`config.mk`:
```
export PLATFORM = sky130hd
export DESIGN_NAME = cordic_request_queue
export DESIGN_NICKNAME = d
export VERILOG_FILES = /design/src/rtl/cordic_request_queue_pkg.sv /design/src/rtl/cordic_request_queue_fifo.sv /design/src/rtl/cordic_request_queue.sv
export SDC_FILE = /design/constraint.sdc
export NUM_CORES = 1
export LEC_CHECK = 0
export BUFFER_PORTS_ARGS = -buffer_cell sky130_fd_sc_hd__buf_2
export CAP_MARGIN = 20
export CORE_MARGIN = 2
export CORE_UTILIZATION = 50
export CTS_BUF_LIST = sky130_fd_sc_hd__clkbuf_8
export CTS_CLUSTER_DIAMETER = 100
export CTS_CLUSTER_SIZE = 16
export DETAILED_ROUTE_END_ITERATION = 8
export PLACE_DENSITY = 0.81
export SKIP_LAST_GASP = 1
export SLEW_MARGIN = 20
export SYNTH_ARGS = -nofsm -noshare
export SYNTH_HDL_FRONTEND = slang
export SYNTH_SLANG_ARGS = --single-unit
```
`constraint.sdc`:
```
create_clock -name clk -period 12.5 [get_ports clk]
set_clock_uncertainty 0.05 [all_clocks]
set_input_delay 1.875 -clock clk [delete_from_list [all_inputs] [get_ports clk]]
set_output_delay 1.875 -clock clk [all_outputs]
set_load 0.02 [all_outputs]
```
`src/rtl/cordic_request_queue_pkg.sv`:
```
// Shared definitions for the CORDIC request queue and the CORDIC control FSM.
package cordic_request_queue_pkg;

    // Sequencer states; the numeric values are also visible to the CORDIC FSM side.
    typedef enum logic [2:0] {
        IDLE = 3'd0,
        WAIT = 3'd1,
        ACK  = 3'd2,
        GAP  = 3'd3,
        ERR  = 3'd4
    } state_e;

    // Quiet cycles after each ACK so the CORDIC FSM returns to idle before the next start.
    localparam int GAP_CYC = 2;

    // Operation encoding shared with the CORDIC FSM.
    localparam logic COS = 1'b0;
    localparam logic SIN = 1'b1;

endpackage

```
`src/rtl/cordic_request_queue_fifo.sv`:
```
// Small synchronous request FIFO with occupancy count and async active-low reset.
module cordic_req_fifo #(
    parameter int DW    = 8,
    parameter int DEPTH = 4
) (
    input  logic                     clk,
    input  logic                     reset,
    input  logic                     push,
    input  logic                     pop,
    input  logic [DW-1:0]            din,
    output logic [DW-1:0]            dout,
    output logic                     full,
    output logic                     empty,
    output logic [$clog2(DEPTH):0]   level
);
    localparam int AW = $clog2(DEPTH);

    logic [DW-1:0] mem_q [DEPTH];
    logic [AW:0]   wr_ptr_q, wr_ptr_d;
    logic [AW:0]   rd_ptr_q, rd_ptr_d;
    logic          do_push, do_pop;

    // Pointers carry one extra wrap bit so full and empty are distinguishable.
    assign level   = wr_ptr_q - rd_ptr_q;
    assign full    = (level == (AW+1)'(DEPTH));
    assign empty   = (wr_ptr_q == rd_ptr_q);
    assign do_push = push && !full;
    assign do_pop  = pop && !empty;
    assign dout    = mem_q[rd_ptr_q[AW-1:0]];

    // Next pointer values advance by one on an effective push or pop.
    always_comb begin
        wr_ptr_d = wr_ptr_q + (AW+1)'(do_push);
        rd_ptr_d = rd_ptr_q + (AW+1)'(do_pop);
    end

    // Pointer registers.
    always_ff @(posedge clk or negedge reset) begin
        if (!reset) begin
            wr_ptr_q <= '0;
            rd_ptr_q <= '0;
        end else begin
            wr_ptr_q <= wr_ptr_d;
            rd_ptr_q <= rd_ptr_d;
        end
    end

    // Storage array; contents are only observed while the FIFO is non-empty.
    always_ff @(posedge clk) begin
        if (do_push) begin
            mem_q[wr_ptr_q[AW-1:0]] <= din;
        end
    end

endmodule

```
`src/rtl/cordic_request_queue.sv`:
```
// Command sequencer in front of the CORDIC control FSM: queues requests,
// issues them one at a time, captures results and watches for a hung CORDIC.
module cordic_request_queue
    import cordic_request_queue_pkg::*;
#(
    parameter int W           = 32,
    parameter int DEPTH       = 4,
    parameter int TAGW        = 4,
    parameter int TIMEOUT_CYC = 1023
) (
    input  logic                    clk,
    input  logic                    reset,
    input  logic                    req_valid,
    output logic                    req_ready,
    input  logic [W-1:0]            req_angle,
    input  logic                    req_op,
    output logic                    beg_FSM_CORDIC,
    output logic                    operation,
    output logic [W-1:0]            angle_out,
    output logic                    ACK_FSM_CORDIC,
    input  logic                    ready_CORDIC,
    input  logic [W-1:0]            cordic_result,
    output logic                    res_valid,
    input  logic                    res_ready,
    output logic [W-1:0]            res_data,
    output logic                    res_op,
    output logic [TAGW-1:0]         res_tag,
    output logic                    timeout_err,
    input  logic                    clr_err,
    output logic                    busy,
    output logic [$clog2(DEPTH):0]  level
);
    localparam int CW = $clog2(TIMEOUT_CYC + 1);
    localparam int GW = $clog2(GAP_CYC + 1);
    localparam int EW = 1 + W + TAGW;
    localparam logic [CW-1:0] CNT_MAX  = CW'(TIMEOUT_CYC);
    localparam logic [GW-1:0] GAP_LAST = GW'(GAP_CYC - 1);

    state_e          state_q, state_d;
    logic [CW-1:0]   cnt_q, cnt_d;
    logic [GW-1:0]   gap_q, gap_d;
    logic [TAGW-1:0] tag_q, tag_d;
    logic            beg_q, beg_d;
    logic            ack_q, ack_d;
    logic            err_q, err_d;
    logic            err_pop_q, err_pop_d;
    logic            res_valid_q, res_valid_d;
    logic            res_op_q, res_op_d;
    logic [W-1:0]    res_data_q, res_data_d;
    logic [TAGW-1:0] res_tag_q, res_tag_d;

    logic            fifo_push, fifo_pop, fifo_full, fifo_empty;
    logic [EW-1:0]   fifo_din, fifo_dout;
    logic            head_op;
    logic [W-1:0]    head_angle;
    logic [TAGW-1:0] head_tag;
    logic            capture;

    // A full FIFO refuses pushes even when the head is being popped that cycle.
    assign fifo_push = req_valid && !fifo_full;
    assign fifo_pop  = (state_q == ACK) || err_pop_q;
    assign fifo_din  = {req_op, req_angle, tag_q};
    assign {head_op, head_angle, head_tag} = fifo_dout;
    assign capture   = (state_q == WAIT) && ready_CORDIC && (!res_valid_q || res_ready);

    cordic_req_fifo #(
        .DW    (EW),
        .DEPTH (DEPTH)
    ) u_fifo (
        .clk   (clk),
        .reset (reset),
        .push  (fifo_push),
        .pop   (fifo_pop),
        .din   (fifo_din),
        .dout  (fifo_dout),
        .full  (fifo_full),
        .empty (fifo_empty),
        .level (level)
    );

    assign req_ready      = !fifo_full;
    assign beg_FSM_CORDIC = beg_q;
    assign ACK_FSM_CORDIC = ack_q;
    assign operation      = fifo_empty ? COS : head_op;
    assign angle_out      = fifo_empty ? '0 : head_angle;
    assign res_valid      = res_valid_q;
    assign res_data       = res_data_q;
    assign res_op         = res_op_q;
    assign res_tag        = res_tag_q;
    assign timeout_err    = err_q;
    assign busy           = (state_q != IDLE) || !fifo_empty;

    // Next-state, watchdog, tag and result-register logic; capture beats timeout.
    always_comb begin
        state_d     = state_q;
        cnt_d       = cnt_q;
        gap_d       = gap_q;
        beg_d       = 1'b0;
        ack_d       = 1'b0;
        err_d       = err_q;
        err_pop_d   = 1'b0;
        tag_d       = tag_q + TAGW'(fifo_push);
        res_valid_d = res_valid_q && !res_ready;
        res_data_d  = res_data_q;
        res_op_d    = res_op_q;
        res_tag_d   = res_tag_q;
        case (state_q)
            IDLE: begin
                cnt_d = '0;
                if (!fifo_empty && !err_q) begin
                    state_d = WAIT;
                    beg_d   = 1'b1;
                end
            end
            WAIT: begin
                cnt_d = (cnt_q == CNT_MAX) ? cnt_q : cnt_q + 1'b1;
                if (capture) begin
                    res_valid_d = 1'b1;
                    res_data_d  = cordic_result;
                    res_op_d    = head_op;
                    res_tag_d   = head_tag;
                    ack_d       = 1'b1;
                    state_d     = ACK;
                end else if (cnt_q == CNT_MAX) begin
                    err_d     = 1'b1;
                    err_pop_d = 1'b1;
                    state_d   = ERR;
                end else begin
                    beg_d = 1'b1;
                end
            end
            ACK: begin
                gap_d   = '0;
                state_d = GAP;
            end
            GAP: begin
                if (gap_q == GAP_LAST) begin
                    state_d = IDLE;
                end else begin
                    gap_d = gap_q + 1'b1;
                end
            end
            ERR: begin
                if (clr_err) begin
                    err_d   = 1'b0;
                    gap_d   = '0;
                    state_d = GAP;
                end
            end
            default: state_d = IDLE;
        endcase
    end

    // All sequencer state, including registered handshake outputs.
    always_ff @(posedge clk or negedge reset) begin
        if (!reset) begin
            state_q     <= IDLE;
            cnt_q       <= '0;
            gap_q       <= '0;
            tag_q       <= '0;
            beg_q       <= 1'b0;
            ack_q       <= 1'b0;
            err_q       <= 1'b0;
            err_pop_q   <= 1'b0;
            res_valid_q <= 1'b0;
            res_data_q  <= '0;
            res_op_q    <= 1'b0;
            res_tag_q   <= '0;
        end else begin
            state_q     <= state_d;
            cnt_q       <= cnt_d;
            gap_q       <= gap_d;
            tag_q       <= tag_d;
            beg_q       <= beg_d;
            ack_q       <= ack_d;
            err_q       <= err_d;
            err_pop_q   <= err_pop_d;
            res_valid_q <= res_valid_d;
            res_data_q  <= res_data_d;
            res_op_q    <= res_op_d;
            res_tag_q   <= res_tag_d;
        end
    end

endmodule

```
==> results of run 1 <==
## critical path, cell delays in order (launching register included)
cell,delay (ns)
dfrtp_2,1.04
inv_1,0.12
ha_1,0.32
and3_1,0.51
buf_4,0.41
and2b_2,0.26
buf_2,0.15
## cell families after synthesis
| kind of cell | count (synthesis) | synth area share [%] |
|---|---|---|
| flip-flops | 215 | 71.4 |
| AND/OR/NAND/NOR | 209 | 11.5 |
| multiplexers | 39 | 9.98 |
| buffers and inverters | 38 | 2.13 |
| AO/OA/AOI/OAI | 28 | 2.35 |
| adder cells (fa/ha/maj) | 11 | 1.69 |
| XOR/XNOR | 7 | 0.935 |
## synth_stat cells, types with 2 or more instances
master / instances
mux4_2: 37
or3_1: 3
xor2_1: 3
a31oi_1: 3
nand3_1: 11
buf_2: 5
nor3_1: 11
nor2b_1: 28
ha_1: 10
a211o_1: 3
edfxtp_1: 148
clkbuf_1: 12
and3_1: 2
nor2_1: 8
xnor2_1: 3
a21o_1: 2
dfrtp_1: 67
and4_1: 3
and2_1: 2
o21ai_0: 6
or2_2: 2
buf_4: 7
nand2b_1: 2
a21oi_1: 4
inv_1: 12
and2b_2: 5
nand2_1: 126
## power groups by stage
stage / clock network (mW) / registers (mW) / logic [mW]
2_1_floorplan: 0 / 1.17 / 0.723
3_3_place_gp: 0 / 1.12 / 1.09
3_5_place_dp: 0 / 1.14 / 1.12
4_1_cts: 0.355 / 1.13 / 1.13
5_1_grt: 0.379 / 1.15 / 1.20
6_report: 0.340 / 1.12 / 1.11
## worst max path at each step
stage          cells past startpoint  slack [ns]                  to               start
3_3_place_gp                       6        7.83        angle_out[0]  u_fifo.rd_ptr_q[1]
3_5_place_dp                       6        7.69        angle_out[0]  u_fifo.rd_ptr_q[1]
6_report                           6        7.23       angle_out[31]  u_fifo.rd_ptr_q[1]
5_1_grt                            6        7.01        angle_out[2]  u_fifo.rd_ptr_q[1]
2_1_floorplan                      2        7.44  u_fifo.mem_q[1][0]           req_valid
4_1_cts                            6        7.10        angle_out[0]  u_fifo.rd_ptr_q[1]
## registers in the layout (all words and copies together) (netlist names), 2 cells and up
signal	cells
res_tag	4
u_fifo.rd_ptr_q	3
state_q	3
gap_q	2
u_fifo.wr_ptr_q	3
res_data	32
cnt_q	10
tag_q	4
u_fifo.mem_q	148
## layout make-up
class,instances,area (µm²)
timing repair buffer,160,828
inverter,13,48.8
multi-input combinational,294,2280
clock buffer,17,234
fill,1268,6800
sequential,215,6120
clock inverter,11,52.6
tap,220,275
## metal layers
metal / part of all wire, % / vias up
li1: - / 2294
met1: 41 / 2458
met2: 50 / 198
met3: 8.0 / 21
met4: 1.5 / 0
met5: 0 / -
## per-stage QoR
stage	power (mW)	setup WS [ns]	cell area, µm²	utilization, %
final	2.57	7.23	9850	59.2
after global routing	2.73	7.01	9850	59.2
after CTS	2.61	7.10	9850	59.2
after detailed placement	2.26	7.69	9560	57.4
after global placement	2.21	7.83	9560	57.4
after floorplan	1.89	7.44	8570	-
==> results.yml, run 1 <==
sta:
  clock.fmax_mhz: 190
  slew_violations: 0
  rsz0062_at_grt: "false"
  final.setup.tns_ns: 0
  finalSetupViolations: 0
  holdWs_ns: 0.430
  tightest_slew_ns: 0.993
  finalCritPeriodShare_pct: 42.1
  layout_min_cycle_time_ns: 5.27
  slew_headroom_pct: 33.8
  hold_viol: 0
floorplan:
  start_util_pct: 51.5
  die_w_um: 135
  io-pin-count: 150
  core_mm2: 0.0166
  rows: 47
  die_h_um: 135
  die_area_mm2: 0.0182
grt:
  grt.busiest_layer: "met2"
  grt.met3_usage_pct: 3.57
  grt_pass1_wl_um: 26000
  grt_antenna_before_repair: 0
  grt_pass1_vias: 5079
  track_usage_pct: 18.2
  met2_usage_pct: 31.5
  grt.met1_usage_pct: 24.4
  grt_overflow: 0
  grt_max_degree: 68
setup_path:
  r2r_end: "u_fifo.mem_q[2][14]"
  critPathKind: "flip-flop to output pin"
  end_kind: "output pin"
  crit_path_start_kind: "flip-flop"
  worst-r2r-setup-slack_ns: 9.33
  crit_arrival_ns: 3.34
  r2r-start: "u_fifo.rd_ptr_q[1]"
  crit_required_ns: 10.57
  path_max_fanout: 40
  r2r_cells: 6
finish:
  instances_no_fill: 930
  antenna_cells: 0
  mostFrequentLayoutCells: "buf_2, edfxtp_1, nand2_1, dfrtp_1, mux4_2"
  layout-drive-gt1-share_pct: 33.2
  final_common_cell: "buf_2"
  fin_nets: 783
  syn2layout_area_growth_pct: 14.9
synth:
  synth_ff_type: "edfxtp_1"
  synth_area_mm2: 0.00857
  syn_avg_cell_area_um2: 15.7
  ys_warn_count: 0
  synth_fp_nets: 629
  yosysTopAreaCell: "edfxtp_1"
  synth_sequential_area_ratio_pct: 71.4
  synth_top_area_share_pct: 51.9
  synth.ff_latch_count: 215
  synth.top_cells.by_area: "edfxtp_1, dfrtp_1, mux4_2, nand2_1, nor2b_1"
  synth_edf_count: 148
  async_flop_share_pct: 31.2
  ys_types: 49
  netlist_instances: 547
clocking:
  post_cts_resized: 0
  htree_levels: 1
  numCtsBuffers: 17
  path_clk_slew_ns: 0.11
  cts_root_buffer: "clkbuf_8"
  cts_hold_buf: 0
  cts_tree: "built"
  post_cts.repair.setup_buffers: 0
  numClockSinks: 215
  clk_latency_ns: 0.51
  clk_path_buf_depth: 3
power_and_ir_drop:
  p_per_area_mw_per_mm2: 261
  peakVddDrop_uv: 158
  p_clk_share_pct: 13.2
  intPower_mw: 1.56
  p_switching_mw: 1.01
  leakage_nw: 4.13
  power_frac_comb_pct: 43.0
  seq_power_share_pct: 43.8
  swShare_pct: 39.1
run_status:
  status: "complete, no violations"
min_path:
  hold_depth: 2
  hp-class: "flip-flop to flip-flop"
  min_to: "res_data[3]"
  hold_start: "res_data[3]"
route:
  viasPerCell: 5.35
  ant_nets: 0
  dr_total_vias: 4971
  drtIter0Drc: 384
  dr.pass1.iters: 6
  drc_errors: 0
  post_drt_wl_per_cell_um: 17.6
  routed_wl_um: 16400
placed_design:
  routabilityCongestion: 0.831
  hpwlAfterDp_um: 10800
  io_buffers: 149
  placed_cells: 902
job:
  cap_violations: 0
No activity file was read; power rests on OpenSTA's default activity.
==> inputs of run 2 (changes only) <==
--- a/config.mk
+++ b/config.mk
@@ -13,7 +13,7 @@
 export CTS_CLUSTER_DIAMETER = 100
 export CTS_CLUSTER_SIZE = 16
 export DETAILED_ROUTE_END_ITERATION = 8
-export PLACE_DENSITY = 0.81
+export PLACE_DENSITY = 0.84
 export SKIP_LAST_GASP = 1
 export SLEW_MARGIN = 20
 export SYNTH_ARGS = -nofsm -noshare
==> constraint.sdc (replaced) <==
create_clock -name clk -period 4.8 [get_ports clk]
set_clock_uncertainty 0.05 [all_clocks]
set_input_delay 0.72 -clock clk [delete_from_list [all_inputs] [get_ports clk]]
set_output_delay 0.72 -clock clk [all_outputs]
set_load 0.02 [all_outputs]
==> run 2 against run 1 <==
  * First-iteration DRC count decreased by 27%
  * Clock power increased to 2.6 times the previous value
  * Sequential power increased to 2.6 times the previous value
  * Via count increased by 0.10%
  * Utilization unchanged
  * Combinational power increased to 2.6 times the previous value
  * Cell area unchanged
  * Critical path type unchanged
==> results.yml, run 2 (synthesized netlist as in run 1, its figures left out) <==
run_status:
  status: "complete, no violations"
setup_path:
  path_cells: "buf_4, mux4_2, and2b_2, buf_2"
  crit_arrival_ns: 2.51
  crit_path_start_kind: "flip-flop"
  crit_start: "u_fifo.rd_ptr_q[0]"
  max_stage_delay_ns: 0.63
  r2r_end: "u_fifo.mem_q[3][16]"
  path_max_fanout: 38
  critPathKind: "flip-flop to output pin"
  cp_slowest_cell: "mux4_2"
  r2r-start: "u_fifo.rd_ptr_q[1]"
  worst-r2r-setup-slack_ns: 1.84
  end_kind: "output pin"
  r2r_cells: 7
  crit_required_ns: 4.03
route:
  dr_total_vias: 4976
  routed_wl_um: 16300
  viasPerCell: 5.34
  drc_errors: 0
  ant_nets: 0
  drtIter0Drc: 279
  dr.pass1.iters: 4
  post_drt_wl_per_cell_um: 17.5
sta:
  hold_viol: 0
  slew_headroom_pct: 50.3
  tightest_slew_ns: 0.746
  slew_violations: 0
  clock.fmax_mhz: 305
  final.setup.tns_ns: 0
  rsz0062_at_grt: "false"
  finalCritPeriodShare_pct: 68.4
  finalSetupViolations: 0
  holdWs_ns: 0.177
  layout_min_cycle_time_ns: 3.28
floorplan:
  die_w_um: 135
  core_mm2: 0.0166
  io-pin-count: 150
  start_util_pct: 51.5
  die_h_um: 135
  die_area_mm2: 0.0182
  rows: 47
clocking:
  numCtsBuffers: 17
  path_clk_slew_ns: 0.10
  cts_root_buffer: "clkbuf_8"
  cts_tree: "built"
  post_cts.repair.setup_buffers: 0
  clk_latency_ns: 0.52
  numClockSinks: 215
  post_cts_resized: 0
  cts_hold_buf: 0
  htree_levels: 1
  clk_path_buf_depth: 3
finish:
  postLayoutCellArea_mm2: 0.00985
  layout-drive-gt1-share_pct: 33.2
  mostFrequentLayoutCells: "buf_2, edfxtp_1, nand2_1, dfrtp_1, mux4_2"
  final_common_cell: "buf_2"
  instances_no_fill: 931
  syn2layout_area_growth_pct: 14.9
  fin_nets: 782
  largest_register_ffs: 148
  fillCellCount: 1249
grt:
  track_usage_pct: 17.9
  grt_antenna_before_repair: 1
  grt_pass1_wl_um: 25500
  grt_overflow: 0
  grt_max_degree: 42
  grt_pass1_vias: 4980
power_and_ir_drop:
  p_per_area_mw_per_mm2: 679
  peakVddDrop_uv: 518
  leakage_nw: 4.13
placed_design:
  hpwlAfterDp_um: 10700
  placed_cells: 901
  io_buffers: 149
  routabilityCongestion: 0.834
  placed_area_mm2: 0.00955
min_path:
  hp-class: "input pin to async pin"
job:
  cap_violations: 0
## run 2: changes by cell type in the layout (fill, tap and decap cells not counted), sizes merged
cell / delta
buf: -1
diode: +1
inv: +1
## run 2: worst max-delay path by stage
stage | to
final | operation
after detailed placement | u_fifo.mem_q[1][22]
after global routing | operation
after CTS | operation
after floorplan | u_fifo.mem_q[1][0]
after global placement | angle_out[19]
## run 2: layer usage
layer	routed length [µm]	track usage, %
met2	8020	31.0
met4	282	4.09
met3	1280	3.98
met1	6750	23.2
met5	0	0
## run 2: final cells by class
class                           count  area (µm²)  area share, %
Antenna cell                        1        2.50         0.0254
Clock buffer                       17         234           2.38
Clock inverter                     12        56.3          0.572
Inverter                           13        48.8          0.496
Multi-Input combinational cell    294        2280           23.2
Sequential cell                   215        6120           62.2
Tap cell                          220         275           2.80
Timing Repair Buffer              159         821           8.34
## run 2: where the power goes
group          switching [mW]  internal, mW  total [mW]
Sequential              0.247          2.61        2.86
Clock                   0.555         0.339       0.894
Combinational            1.81          1.12        2.93
Total                    2.61          4.07        6.68
## run 2: worst max-delay path, delay by kind of cell, from the launching register on
| family | cells | cell delay, ns |
|---|---|---|
| buffers and inverters | 2 | 0.76 |
| muxes | 1 | 0.63 |
| DFF | 1 | 0.38 |
| and+or+nand+nor | 1 | 0.21 |
## run 2: through the flow
step	utilization (%)	total power [mW]	setup slack, ns
2_1_floorplan	-	4.93	-0.0437
3_3_place_gp	57.4	5.75	1.71
5_1_grt	59.1	7.09	1.34
6_report	59.2	6.68	1.52
4_1_cts	59.1	6.77	1.45
3_5_place_dp	57.4	5.87	1.86
==> inputs of run 3 (changes only) <==
--- a/config.mk
+++ b/config.mk
@@ -13,7 +13,7 @@
 export CTS_CLUSTER_DIAMETER = 100
 export CTS_CLUSTER_SIZE = 16
 export DETAILED_ROUTE_END_ITERATION = 8
-export PLACE_DENSITY = 0.84
+export PLACE_DENSITY = 0.81
 export SKIP_LAST_GASP = 1
 export SLEW_MARGIN = 20
 export SYNTH_ARGS = -nofsm -noshare
==> constraint.sdc (replaced) <==
create_clock -name clk -period 3.36 [get_ports clk]
set_clock_uncertainty 0.05 [all_clocks]
set_input_delay 0.504 -clock clk [delete_from_list [all_inputs] [get_ports clk]]
set_output_delay 0.504 -clock clk [all_outputs]
set_load 0.02 [all_outputs]
==> run 3 against run 2 <==
  * Sequential power rose by 44%
  * Combinational power rose by 47%
  * Worst setup slack got worse by 1.3 ns
  * Clock-buffer cell count did not move
  * First-iteration DRC count rose by 17%
  * Sequential share of layout area fell by 0.40 points
  * Global-route usage rose by 0.97 points
  * Register-to-register slack got worse by 1.4 ns
  * Final cell count fell by 0.64%
  * Critical endpoint unchanged
  * Largest cell class unchanged
==> results.yml, run 3 (synthesized netlist as in run 1, its figures left out) <==
run_status:
  status: "complete, no violations"
sta:
  finalSetupViolations: 0
  holdWs_ns: 0.139
  slew_headroom_pct: 50.1
  rsz0062_at_grt: "false"
  layout_min_cycle_time_ns: 3.10
  tightest_slew_ns: 0.748
  finalCritPeriodShare_pct: 92.2
  clock.fmax_mhz: 323
  hold_viol: 0
  slew_violations: 0
  final.setup.tns_ns: 0
placed_design:
  placed_cells: 901
  hpwlAfterDp_um: 11200
  routabilityCongestion: 0.875
  io_buffers: 149
route:
  dr_total_vias: 5017
  routed_wl_um: 16900
  ant_nets: 0
  viasPerCell: 5.42
  drc_errors: 0
  dr.pass1.iters: 6
  drtIter0Drc: 326
  post_drt_wl_per_cell_um: 18.3
finish:
  largest_register_ffs: 148
  layout-drive-gt1-share_pct: 33.5
  final_common_cell: "buf_2"
  fin_nets: 783
  antenna_cells: 0
  mostFrequentLayoutCells: "buf_2, edfxtp_1, nand2_1, dfrtp_1, mux4_2"
  final_util_pct: 59.5
  instances_no_fill: 925
  syn2layout_area_growth_pct: 15.7
setup_path:
  critPathKind: "flip-flop to output pin"
  max_stage_delay_ns: 0.66
  end_kind: "output pin"
  path_max_fanout: 38
  path_cells: "buf_4, mux4_2, and2b_2, buf_2"
  crit_required_ns: 2.81
  cp_slowest_cell: "mux4_2"
  crit_path_start_kind: "flip-flop"
  crit_arrival_ns: 2.54
floorplan:
  die_w_um: 135
  io-pin-count: 150
  core_mm2: 0.0166
  start_util_pct: 51.5
  die_area_mm2: 0.0182
  die_h_um: 135
  rows: 47
clocking:
  numClockSinks: 215
  clk_path_buf_depth: 3
  path_clk_slew_ns: 0.11
  htree_levels: 1
  numCtsBuffers: 17
  cts_root_buffer: "clkbuf_8"
  cts_tree: "built"
  clk_latency_ns: 0.51
grt:
  grt_max_degree: 52
  grt_pass1_wl_um: 26600
  track_usage_pct: 18.8
  grt_antenna_before_repair: 0
  grt_overflow: 0
  grt_pass1_vias: 5254
power_and_ir_drop:
  p_per_area_mw_per_mm2: 978
  peakVddDrop_uv: 546
  leakage_nw: 4.12
job:
  cap_violations: 0
min_path:
  hp-class: "input pin to flip-flop"
[run 3: per-layer routing]
metal / global-route usage, % / wire [µm] / vias up
met5: 0 / 0 / -
met4: 5.03 / 352 / 0
met3: 4.24 / 1220 / 27
met2: 32.5 / 8340 / 201
met1: 24.3 / 7000 / 2501
li1: - / - / 2288
[run 3: power by group]
group | leakage [nW] | internal [mW] | total [mW] | switching [mW]
logic | 1.78 | 1.66 | 4.30 | 2.64
registers | 2.20 | 3.72 | 4.12 | 0.405
clock network | 0.150 | 0.475 | 1.27 | 0.791
[run 3: timing repair]
item                       CTS  global route
hold endpoints to repair    16             0
buffers inserted             0             0
gates resized for setup      0             1
hold buffers                 1             0
setup endpoints to repair    0             7
[run 3: metrics by stage]
stage	setup slack [ns]	power (mW)	instance area, µm²
2_1_floorplan	-0.457	7.03	8590
3_3_place_gp	0.596	8.32	9630
3_5_place_dp	0.481	8.52	9630
4_1_cts	0.0238	9.80	9910
5_1_grt	0.0796	10.3	9910
6_report	0.261	9.69	9910
[run 3: worst max-delay path, delay by kind of cell, from the launching register on]
kind,cells,cell delay [ns]
buffers and inverters,2,0.75
multiplexers,1,0.66
flip-flops,1,0.39
AND/OR/NAND/NOR,1,0.21
[run 3: worst paths after layout]
check | depth (start not counted) | to | start | slack (ns)
min in group asynchronous | 2 | state_q[0] | reset | 0.41
setup reg to reg | 8 | u_fifo.mem_q[2][22] | u_fifo.wr_ptr_q[0] | 0.47
max in group asynchronous | 3 | res_data[6] | reset | 1.88
setup / recovery | 4 | operation | u_fifo.rd_ptr_q[0] | 0.26
hold / removal | 3 | res_data[8] | cordic_result[8] | 0.14
hold reg to reg | 2 | res_tag[1] | res_tag[1] | 0.42
[run 3: final cells by class]
type	instances	area, µm²
clock inverter	6	33.8
timing repair buffer	160	881
fill	1232	6730
tap	220	275
multi-input combinational	294	2310
sequential	215	6120
inverter	13	48.8
clock buffer	17	234
